File: config.mk
export PLATFORM = sky130hd
export DESIGN_NAME = seg7_to_bcd_monitor
export DESIGN_NICKNAME = d
export VERILOG_FILES = /design/src/rtl/seg7_pkg.sv /design/src/rtl/seg7_to_bin.sv /design/src/rtl/seg7_to_bcd_monitor.sv
export SDC_FILE = /design/constraint.sdc
export NUM_CORES = 1
export LEC_CHECK = 0
export ABC_AREA = 1
export BUFFER_PORTS_ARGS = -buffer_cell sky130_fd_sc_hd__buf_4
export CORE_MARGIN = 2
export CORE_UTILIZATION = 55
export DETAILED_ROUTE_END_ITERATION = 10
export MAX_ROUTING_LAYER = met4
export PLACE_DENSITY = 0.87
export RECOVER_POWER = 25
export REMOVE_ABC_BUFFERS = 1
export SYNTH_ARGS = -nofsm -noshare
export SYNTH_HDL_FRONTEND = slang
export SYNTH_SLANG_ARGS = --single-unit
export TNS_END_PERCENT = 1
File: constraint.sdc
create_clock -name clk -period 4.9 [get_ports clk]
set_clock_uncertainty 0.15 [all_clocks]
set_input_delay 0.735 -clock clk [delete_from_list [all_inputs] [get_ports clk]]
set_output_delay 0.735 -clock clk [all_outputs]
set_load 0.005 [all_outputs]
File: src/rtl/seg7_pkg.sv
// Shared 7-segment pattern definitions (active-low, bit 6 = segment a ... bit 0 = segment g).
package seg7_pkg;

  localparam logic [6:0] SEG_0     = 7'b0000001;
  localparam logic [6:0] SEG_1     = 7'b1001111;
  localparam logic [6:0] SEG_2     = 7'b0010010;
  localparam logic [6:0] SEG_3     = 7'b0000110;
  localparam logic [6:0] SEG_4     = 7'b1001100;
  localparam logic [6:0] SEG_5     = 7'b0100100;
  localparam logic [6:0] SEG_6     = 7'b0100000;
  localparam logic [6:0] SEG_7     = 7'b0001111;
  localparam logic [6:0] SEG_8     = 7'b0000000;
  localparam logic [6:0] SEG_9     = 7'b0000100;
  localparam logic [6:0] SEG_BLANK = 7'b1111111;

  localparam logic [3:0] BCD_BLANK = 4'hF;
  localparam logic [3:0] BCD_ERR   = 4'hE;

  // Decoded status of one digit as held by the monitor.
  typedef struct packed {
    logic       valid;
    logic       blank;
    logic [3:0] bin;
  } seg7_dec_t;

endpackage

File: src/rtl/seg7_to_bin.sv
// Combinational 7-segment pattern to binary converter with blank/valid status.
module seg7_to_bin
  import seg7_pkg::*;
(
  input  logic [6:0] pat,
  output logic       valid,
  output logic       blank,
  output logic [3:0] bin
);

  // Map a recognised pattern to its digit; blank and unknown patterns get marker codes.
  always_comb begin
    valid = 1'b1;
    blank = 1'b0;
    bin   = '0;
    case (pat)
      SEG_0: bin = 4'd0;
      SEG_1: bin = 4'd1;
      SEG_2: bin = 4'd2;
      SEG_3: bin = 4'd3;
      SEG_4: bin = 4'd4;
      SEG_5: bin = 4'd5;
      SEG_6: bin = 4'd6;
      SEG_7: bin = 4'd7;
      SEG_8: bin = 4'd8;
      SEG_9: bin = 4'd9;
      SEG_BLANK: begin
        valid = 1'b0;
        blank = 1'b1;
        bin   = BCD_BLANK;
      end
      default: begin
        valid = 1'b0;
        bin   = BCD_ERR;
      end
    endcase
  end

endmodule

File: src/rtl/seg7_to_bcd_monitor.sv
// Scans NUM_DIGITS segment patterns round-robin, debounces each over STABLE_CYCLES
// visits and reports the accepted digits as BCD with valid/blank/sticky-error status.
module seg7_to_bcd_monitor
  import seg7_pkg::*;
#(
  parameter int NUM_DIGITS    = 6,
  parameter int STABLE_CYCLES = 4
) (
  input  logic                    clk,
  input  logic                    rst_n,
  input  logic                    en,
  input  logic [7*NUM_DIGITS-1:0] hex_in,
  input  logic                    err_clr,
  output logic [4*NUM_DIGITS-1:0] bcd_out,
  output logic [NUM_DIGITS-1:0]   digit_valid,
  output logic [NUM_DIGITS-1:0]   blank,
  output logic [NUM_DIGITS-1:0]   err,
  output logic                    update,
  output logic                    pass_done
);

  localparam int         IW       = (NUM_DIGITS > 1) ? $clog2(NUM_DIGITS) : 1;
  localparam logic [3:0] CNT_MAX  = 4'(STABLE_CYCLES);
  localparam logic [3:0] CNT_LAST = 4'(STABLE_CYCLES - 1);

  logic [IW-1:0] idx;
  logic [6:0]    last_pat [NUM_DIGITS];
  logic [3:0]    cnt      [NUM_DIGITS];

  logic [6:0]          pat;
  logic [6:0]          cur_last;
  logic [3:0]          cur_cnt;
  seg7_dec_t           cur_acc;
  seg7_dec_t           dec;
  logic                dec_valid;
  logic                dec_blank;
  logic [3:0]          dec_bin;
  logic                same;
  logic                accept;
  logic                changed;
  logic                idx_last;
  logic [NUM_DIGITS-1:0] err_set;

  // Select the visited digit's input slice and stored state for the shared converter.
  always_comb begin
    pat      = SEG_BLANK;
    cur_last = SEG_BLANK;
    cur_cnt  = '0;
    cur_acc  = '{valid: 1'b0, blank: 1'b0, bin: BCD_BLANK};
    for (int unsigned k = 0; k < NUM_DIGITS; k++) begin
      if (idx == IW'(k)) begin
        pat      = hex_in[7*k +: 7];
        cur_last = last_pat[k];
        cur_cnt  = cnt[k];
        cur_acc  = '{valid: digit_valid[k], blank: blank[k], bin: bcd_out[4*k +: 4]};
      end
    end
  end

  seg7_to_bin u_conv (
    .pat   (pat),
    .valid (dec_valid),
    .blank (dec_blank),
    .bin   (dec_bin)
  );

  // Acceptance fires only on the visit that brings the count up to STABLE_CYCLES.
  always_comb begin
    dec      = '{valid: dec_valid, blank: dec_blank, bin: dec_bin};
    same     = (pat == cur_last);
    accept   = en && same && (cur_cnt == CNT_LAST);
    changed  = (dec != cur_acc);
    idx_last = (idx == IW'(NUM_DIGITS - 1));
    err_set  = '0;
    for (int unsigned k = 0; k < NUM_DIGITS; k++) begin
      if (idx == IW'(k) && accept && !dec_valid && !dec_blank) begin
        err_set[k] = 1'b1;
      end
    end
  end

  // Scan counter, per-digit debounce state and registered outputs.
  always_ff @(posedge clk) begin
    if (!rst_n) begin
      idx         <= '0;
      bcd_out     <= '1;
      digit_valid <= '0;
      blank       <= '0;
      err         <= '0;
      update      <= 1'b0;
      pass_done   <= 1'b0;
      for (int unsigned k = 0; k < NUM_DIGITS; k++) begin
        last_pat[k] <= SEG_BLANK;
        cnt[k]      <= '0;
      end
    end else begin
      update    <= 1'b0;
      pass_done <= 1'b0;
      // A new error accept overrides a simultaneous clear.
      err       <= (err_clr ? '0 : err) | err_set;
      if (en) begin
        idx       <= idx_last ? '0 : idx + 1'b1;
        pass_done <= idx_last;
        for (int unsigned k = 0; k < NUM_DIGITS; k++) begin
          if (idx == IW'(k)) begin
            if (!same) begin
              last_pat[k] <= pat;
              cnt[k]      <= 4'd1;
            end else if (cnt[k] < CNT_MAX) begin
              cnt[k] <= cnt[k] + 4'd1;
            end
            if (accept) begin
              bcd_out[4*k +: 4] <= dec_bin;
              digit_valid[k]    <= dec_valid;
              blank[k]          <= dec_blank;
              update            <= changed;
            end
          end
        end
      end
    end
  end

endmodule

==> results of run 1 <==
==> kinds of logic (layout without fill, tap and decap cells) <==
logic type,Yosys count,count (layout),share of synthesized area
and+or+nand+nor,475,475,0.337
DFF,113,113,0.459
AOI/OAI and AO/OA,111,111,0.107
buffers and inverters,103,204,0.0729
adders and majority gates,7,7,0.0138
xor gates and xnor gates,7,7,0.00963
other,1,6,0.000589
==> sequential cells by signal, indices dropped and copies added (netlist names) <==
name         cells
bcd_out         24
blank            6
cnt             24
digit_valid      6
err              6
idx              3
last_pat        42
pass_done        1
update           1
==> routing by layer <==
layer | vias up | track usage
met5 | - | -
met3 | 58 | 0.0795
met4 | 0 | 0.133
met2 | 398 | 0.461
met1 | 2761 | 0.372
li1 | 2860 | -
==> metrics by stage <==
step / cell area [um2] / hold slack [ps] / cells / power (W) / worst slack [ps]
6_report: 7660 / 313 / 1066 / 0.00256 / 520
4_1_cts: 7670 / 318 / 1066 / 0.00256 / 733
3_3_place_gp: 7110 / 308 / 1034 / 0.00139 / 945
5_1_grt: 7660 / 331 / 1066 / 0.00265 / 199
3_5_place_dp: 7110 / 309 / 1034 / 0.00140 / 773
2_1_floorplan: 6210 / 311 / 796 / 0.00128 / 592
==> worst paths after layout <==
path | from | endpoint | slack (ps)
setup / recovery | idx[2] | last_pat[3][5] | 520
setup reg to reg | idx[2] | last_pat[3][5] | 520
hold reg to reg | err[1] | err[1] | 310
hold / removal | err[1] | err[1] | 310
==> layout make-up <==
cell class	count	area share
repair buffers	95	0.0916
flip-flops and latches	113	0.381
clock inverters	9	0.0101
clock buffers	23	0.0638
multi-input cells	606	0.391
inverters	77	0.0384
well taps	143	0.0234
==> synthesized netlist by cell type <==
library cell	n	area share
buf_4	2	0.0024
and2_1	1	0.00098
o21ai_2	2	0.0028
a21oi_4	2	0.0051
nand3_2	1	0.0016
clkbuf_1	12	0.0071
inv_4	2	0.0020
o21bai_1	2	0.0024
a22oi_1	2	0.0024
o22ai_1	5	0.0049
ha_1	7	0.014
a22o_1	1	0.0014
nor3_1	1	0.00079
inv_2	17	0.010
or2_1	5	0.0049
nand4_1	4	0.0039
conb_1	1	0.00059
nor2_4	15	0.027
nor2_1	106	0.062
nand2_2	8	0.0079
a21oi_1	26	0.020
a21boi_4	2	0.0059
nor2_2	6	0.0059
nand2_8	2	0.0063
dfxtp_1	47	0.15
buf_6	8	0.014
buf_2	4	0.0031
a21oi_2	7	0.0096
nand3_1	74	0.058
edfxtp_1	66	0.31
nand4_4	1	0.0033
nand2_1	237	0.14
xor2_1	1	0.0014
inv_1	58	0.034
nand3b_1	5	0.0059
a31oi_1	2	0.0020
o211ai_1	7	0.0083
o21ai_0	40	0.031
or2_2	9	0.0088
o21ai_1	13	0.010
xnor2_1	6	0.0083
==> worst max-delay path: stages, from the launching register on <==
cell	delay [ps]
dfxtp_1	580
inv_1	340
ha_1	320
inv_1	360
buf_4	290
nand2_1	70
o21ai_1	240
nand2_1	80
nand2_1	90
nand2_1	60
nand3_1	90
nor2_2	60
nand2_2	130
inv_2	70
nor2_4	200
inv_2	80
o21ai_0	770
==> power by group through the flow <==
stage	Clock [W]	Combinational, W	Sequential, W
final	0.00117	0.000356	0.00104
after global routing	0.00122	0.000391	0.00104
after CTS	0.00117	0.000349	0.00104
after detailed placement	0	0.000344	0.00106
after global placement	0	0.000339	0.00106
after floorplan	0	0.000223	0.00106
==> impl_metrics.yaml, run 1 <==
critical_path:
  cp.arrival_ps: 4260
  worst-path-max-fanout: 16
  cp-start-kind: "register"
  path_class: "register to register"
  required_ps: 4780
  r2r_cells: 16
  crit_path_end_kind: "register"
drt:
  drcViolationCount: 0
  wl_per_cell_um: 16.3
  via_per_inst: 5.70
  routed_wl_um: 17400
  ant_nets: 0
  met2_length_um: 8170
  met3_length_um: 1880
  dr.max_layer_used: "met4"
  firstDrtPassIters: 8
  met1_length_um: 6710
  vias: 6077
  drt-initial-drc-count: 801
pwr:
  power_leakage_nw: 3.42
  pwr-share-seq: 0.404
  p_comb_frac: 0.139
  irDropWorstVdd_mv: 0.235
  p_sw_w: 0.000681
  switching_share: 0.265
  power.density_mw_per_mm2: 335
  internal_power_w: 0.00188
  p_clk_frac: 0.457
global_routing:
  grt_start_max_net_pins: 55
  grt_use_total: 0.299
  grt_first_pass_wirelength_um: 28800
  gr-total-overflow: 0
  first_global_vias: 5868
  antenna_found_initial: 0
sta:
  max_slew_margin: -0.558
  fmax_ghz: 0.228
  slew_viol_final: 55
  worst_pin_slew_ps: 2340
  rsz0062_at_grt: "false"
  hold_viol_final: 0
  finalSetupViolations: 0
  setup_tns_ps: 0
  fin_crit_sh: 0.894
  finalCriticalPeriod_ps: 4380
cells_and_area:
  fin_util: 0.674
  register_area_mm2: 0.00292
  n_antenna_cell: 0
  layout.nets: 963
  layout_common_cells: "nand2_1, nor2_1, nand3_1"
  drive_above_1_share: 0.210
  fillCellCount: 900
  layout_commonest_cell: "nand2_1"
  multi_input_area_mm2: 0.00300
  area_delta_synth_final_pct: 20.4
clock_tree:
  clk_latency_ps: 410
  root_buffer: "clkbuf_16"
  ctsResizeCount: 0
  post_cts_buffers: 0
  holdBufCountCts: 0
  cts_max_path_buffers: 2
  clkTransAtPathRegs_ps: 50
  clock-sinks: 113
  htree_levels: 4
  numCtsBuffers: 17
  cts_tree: "built"
flow_run:
  drv_cap: 1
logic_synthesis:
  synth.avg_cell_area_um2: 7.79
  synth_area_mm2: 0.00637
  ys_seq_elements: 113
  syn_inst: 817
  ys_seq_area_frac: 0.459
  synth_cell_types: 41
  yosysWarnings: 0
die:
  pin_count: 90
  die_h_um: 112
  dieWidth_um: 112
  initial_core_util: 0.560
  die_area_mm2: 0.0125
  rows: 39
  fp.coreArea_mm2: 0.0114
worst_hold_path:
  min_path_cells: 2
  worstHoldPathType: "register to register"
run_status:
  failed_checks: "max-capacitance violations, max-slew violations"
  outcome: "complete, but fails checks"
placement:
  gp_congestion: 0.915
  dp_hpwl_um: 12100
  port-buffer-count: 89
No activity file was read; power rests on OpenSTA's default activity.
==> run 2: changes to the inputs <==
- CORE_MARGIN: 2 -> 1.5
==> impl_metrics.yaml, run 2 (synthesis gave the netlist of run 1 again) <==
run_status:
  outcome: "finished, final reports clean"
drt:
  vias: 6154
  wl_per_cell_um: 16.8
  ant_nets: 0
  drt-initial-drc-count: 961
  firstDrtPassIters: 6
  routed_wl_um: 17900
  via_per_inst: 5.77
  drcViolationCount: 0
cells_and_area:
  n_antenna_cell: 0
  finalNonFillerCells: 1066
  register_area_mm2: 0.00292
  fin_util: 0.679
  layout_common_cells: "nand2_1, nor2_1, nand3_1"
  top_regs: "last_pat x42, bcd_out x24, cnt x24"
  area_delta_synth_final_pct: 21.3
  fillCellCount: 911
  layout_commonest_cell: "nand2_1"
  largest_register: "last_pat"
  drive_above_1_share: 0.208
  multi_input_area_mm2: 0.00299
  largest_reg_flops: 42
  layout.nets: 963
clock_tree:
  htree_levels: 4
  cts_tree: "built"
  post_cts_buffers: 0
  cts_max_path_buffers: 2
  clock-sinks: 113
  clkTransAtPathRegs_ps: 50
  ctsResizeCount: 0
  numCtsBuffers: 17
  root_buffer: "clkbuf_16"
  holdBufCountCts: 0
  clk_latency_ps: 420
sta:
  worst_pin_slew_ps: 950
  max_slew_margin: 0.360
  setup_tns_ps: 0
  fmax_ghz: 0.229
  finalSetupViolations: 0
  fin_crit_sh: 0.892
  slew_viol_final: 0
  rsz0062_at_grt: "false"
  fin_hold_ws_ps: 314
  finalCriticalPeriod_ps: 4370
  hold_viol_final: 0
critical_path:
  worst_path_largest_cell_delay_ps: 750
  cp-start-kind: "register"
  cp_cell_sequence: "inv_1, nor2_4, inv_1, or2_1, nand2_1, inv_1, nand3_1, nand2_1, nand2_1, nor2_1, nand2_2, inv_2, nor2_4, inv_2, o21ai_0"
  path_class: "register to register"
  required_ps: 4790
  worst-path-max-fanout: 14
  crit_slowest_cell: "o21ai_0"
  cp.arrival_ps: 4250
  crit_path_end_kind: "register"
global_routing:
  grtUsageMet3: 0.0703
  antenna_found_initial: 0
  grt_use_total: 0.306
  grt_first_pass_wirelength_um: 28700
  use_met2: 0.474
  gr-total-overflow: 0
  top_usage_layer: "met2"
  grt_start_max_net_pins: 55
  first_global_vias: 5835
  grt_use_met1: 0.376
die:
  initial_core_util: 0.560
  die_h_um: 111
  pin_count: 90
  fp.coreArea_mm2: 0.0114
  rows: 39
  dieWidth_um: 111
  die_area_mm2: 0.0122
pwr:
  power.density_mw_per_mm2: 347
  irDropWorstVdd_mv: 0.264
  power_leakage_nw: 3.45
flow_run:
  drv_cap: 0
placement:
  gp_congestion: 0.977
  placed_cells: 1034
  port-buffer-count: 89
  dp_hpwl_um: 12200
worst_hold_path:
  worstHoldPathType: "register to register"
==> run 2: cell types whose count changed in the layout (fill, tap and decap cells not counted) <==
| cell | previous run | this run |
|---|---|---|
| clkbuf_1 | 6 | 3 |
| clkbuf_16 | 18 | 21 |
| clkinv_2 | 4 | 2 |
| clkinvlp_4 | 0 | 1 |
| inv_1 | 59 | 62 |
| inv_2 | 16 | 13 |
| inv_6 | 0 | 1 |
| nand2_1 | 237 | 238 |
| nand2_2 | 8 | 7 |
| nor2_1 | 106 | 107 |
| nor2_4 | 15 | 14 |
==> run 2: final timing paths <==
check          from              to  slack, ps  cells past startpoint
max          idx[0]  last_pat[3][3]        530                     15
min reg2reg  err[4]          err[4]        310                      2
max reg2reg  idx[0]  last_pat[3][3]        530                     15
min          err[4]          err[4]        310                      2
==> run 2: power by group <==
part / internal (W) / switching (W) / leakage [nW]
Clock: 0.000847 / 0.000440 / 0.317
Combinational: 0.000106 / 0.000250 / 2.20
Sequential: 0.00103 / 0.0000144 / 0.925
Total: 0.00198 / 0.000705 / 3.45
==> run 2: per-layer routing <==
metal | up-vias | wire length (um)
met5 | - | 0
met4 | 0 | 776
met3 | 76 | 1930
met2 | 406 | 8210
met1 | 2805 | 7030
li1 | 2867 | -
==> run 2: layout make-up <==
class	count	share of cell area
multi-input cells	606	0.387
clock buffers	23	0.0716
repair buffers	95	0.0909
inverters	77	0.0381
flip-flops and latches	113	0.378
well taps	143	0.0232
clock inverters	9	0.0109
==> run 2: metrics by stage <==
step	worst slack (ps)	total power, W	area [um2]
6_report	531	0.00268	7720
3_3_place_gp	909	0.00140	7110
3_5_place_dp	769	0.00141	7110
2_1_floorplan	592	0.00128	6210
5_1_grt	268	0.00276	7720
4_1_cts	753	0.00268	7740
==> run 2: critical path: cells and delay by family, from the launching register on <==
family                 cells  cell delay [ps]
flip-flops                 1              710
buffers and inverters      5              790
AO/OA/AOI/OAI              1              750
AND/OR/NAND/NOR            9             1600
==> run 3: changes to the inputs <==
- PLACE_DENSITY: 0.87 -> 0.77
==> impl_metrics.yaml, run 3 (synthesis gave the netlist of run 1 again) <==
drt:
  drt-initial-drc-count: 595
  drcViolationCount: 0
  wl_per_cell_um: 17.1
  via_per_inst: 5.61
  routed_wl_um: 18200
  firstDrtPassIters: 5
  ant_nets: 0
  vias: 5982
cells_and_area:
  area_delta_synth_final_pct: 21.5
  top_regs: "last_pat x42, bcd_out x24, cnt x24"
  n_antenna_cell: 0
  layout_common_cells: "nand2_1, nor2_1, nand3_1"
  largest_register: "last_pat"
  layout_commonest_cell: "nand2_1"
  layout.nets: 963
  largest_reg_flops: 42
  drive_above_1_share: 0.212
clock_tree:
  htree_levels: 4
  cts_tree: "built"
  clock-sinks: 113
  post_cts_buffers: 0
  clk_latency_ps: 420
  ctsResizeCount: 0
  holdBufCountCts: 0
  numCtsBuffers: 17
  root_buffer: "clkbuf_16"
  clkTransAtPathRegs_ps: 60
  cts_max_path_buffers: 2
placement:
  gp_congestion: 1.02
  port-buffer-count: 89
  dp_hpwl_um: 13000
die:
  rows: 39
  die_h_um: 111
  dieWidth_um: 111
  pin_count: 90
  fp.coreArea_mm2: 0.0114
  die_area_mm2: 0.0122
  initial_core_util: 0.560
critical_path:
  crit_path_end_kind: "register"
  worst-path-max-fanout: 16
  path_class: "register to register"
  required_ps: 4790
  timing.rr.start: "idx[2]"
  cp-start-kind: "register"
  crit_start: "idx[2]"
  cp.arrival_ps: 4240
  r2r_setup_slack_ps: 560
sta:
  setup_tns_ps: 0
  finalCriticalPeriod_ps: 4340
  rsz0062_at_grt: "false"
  slew_viol_final: 55
  fmax_ghz: 0.230
  finalSetupViolations: 0
  hold_viol_final: 0
  fin_crit_sh: 0.886
  max_slew_margin: -0.604
  worst_pin_slew_ps: 2410
worst_hold_path:
  worstHoldStart: "err[5]"
  worstHoldPathType: "register to register"
pwr:
  total_power_w: 0.00274
  power.density_mw_per_mm2: 354
  irDropWorstVdd_mv: 0.552
  power_leakage_nw: 3.44
global_routing:
  grt_use_total: 0.313
  antenna_found_initial: 0
  grt_first_pass_wirelength_um: 28800
  first_global_vias: 5634
  grt_start_max_net_pins: 55
  gr-total-overflow: 0
run_status:
  failed_checks: "max-capacitance violations, max-slew violations"
  outcome: "complete, but fails checks"
flow_run:
  drv_cap: 1
[run 3: cell type report]
type                            count  area, um2
Sequential cell                   113       2920
Clock buffer                       17        425
Inverter                           77        294
Fill cell                         974       3630
Timing Repair Buffer               95        706
Clock inverter                     15        214
Tap cell                          143        179
Multi-Input combinational cell    606       3000
[run 3: worst max-delay path: stages (launching register included)]
cell and delay (ps):
dfxtp_1 580, inv_1 340, ha_1 320, inv_1 410, nand2_1 120, o21ai_1 230
nand2_1 100, o21ai_1 240, nand2_1 100, nand3_1 80, nor2_1 90, nand2_2 130
inv_2 70, nor2_4 220, inv_2 80, o21ai_0 740
[run 3: worst paths after layout]
kind / end / cells after the start
max: last_pat[2][2] / 15
min: err[5] / 2
max reg2reg: last_pat[2][2] / 15
min reg2reg: err[5] / 2
[run 3: metal layers]
metal  GRT usage  wire [um]  vias to the layer above  part of all wire
li1            -          -                     2858                 -
met1       0.392       7320                     2735              0.40
met2       0.484       8480                      339              0.47
met3      0.0774       1710                       50             0.094
met4       0.134        687                        0             0.038
met5           -          0                        -                 0
[run 3: stage by stage]
step	setup WS, ps	utilization	std cells	hold slack, ps	instance area [um2]
5_1_grt	306	0.680	1066	328	7740
3_5_place_dp	832	0.625	1034	307	7110
6_report	557	0.680	1066	315	7740
2_1_floorplan	592	-	796	311	6210
3_3_place_gp	1030	0.625	1034	309	7110
4_1_cts	816	0.681	1066	316	7750
[run 3: power breakdown]
group          switching [W]  internal [W]  total (W)
Clock               0.000450      0.000896    0.00135
Sequential         0.0000113       0.00103    0.00104
Combinational       0.000250      0.000109   0.000359
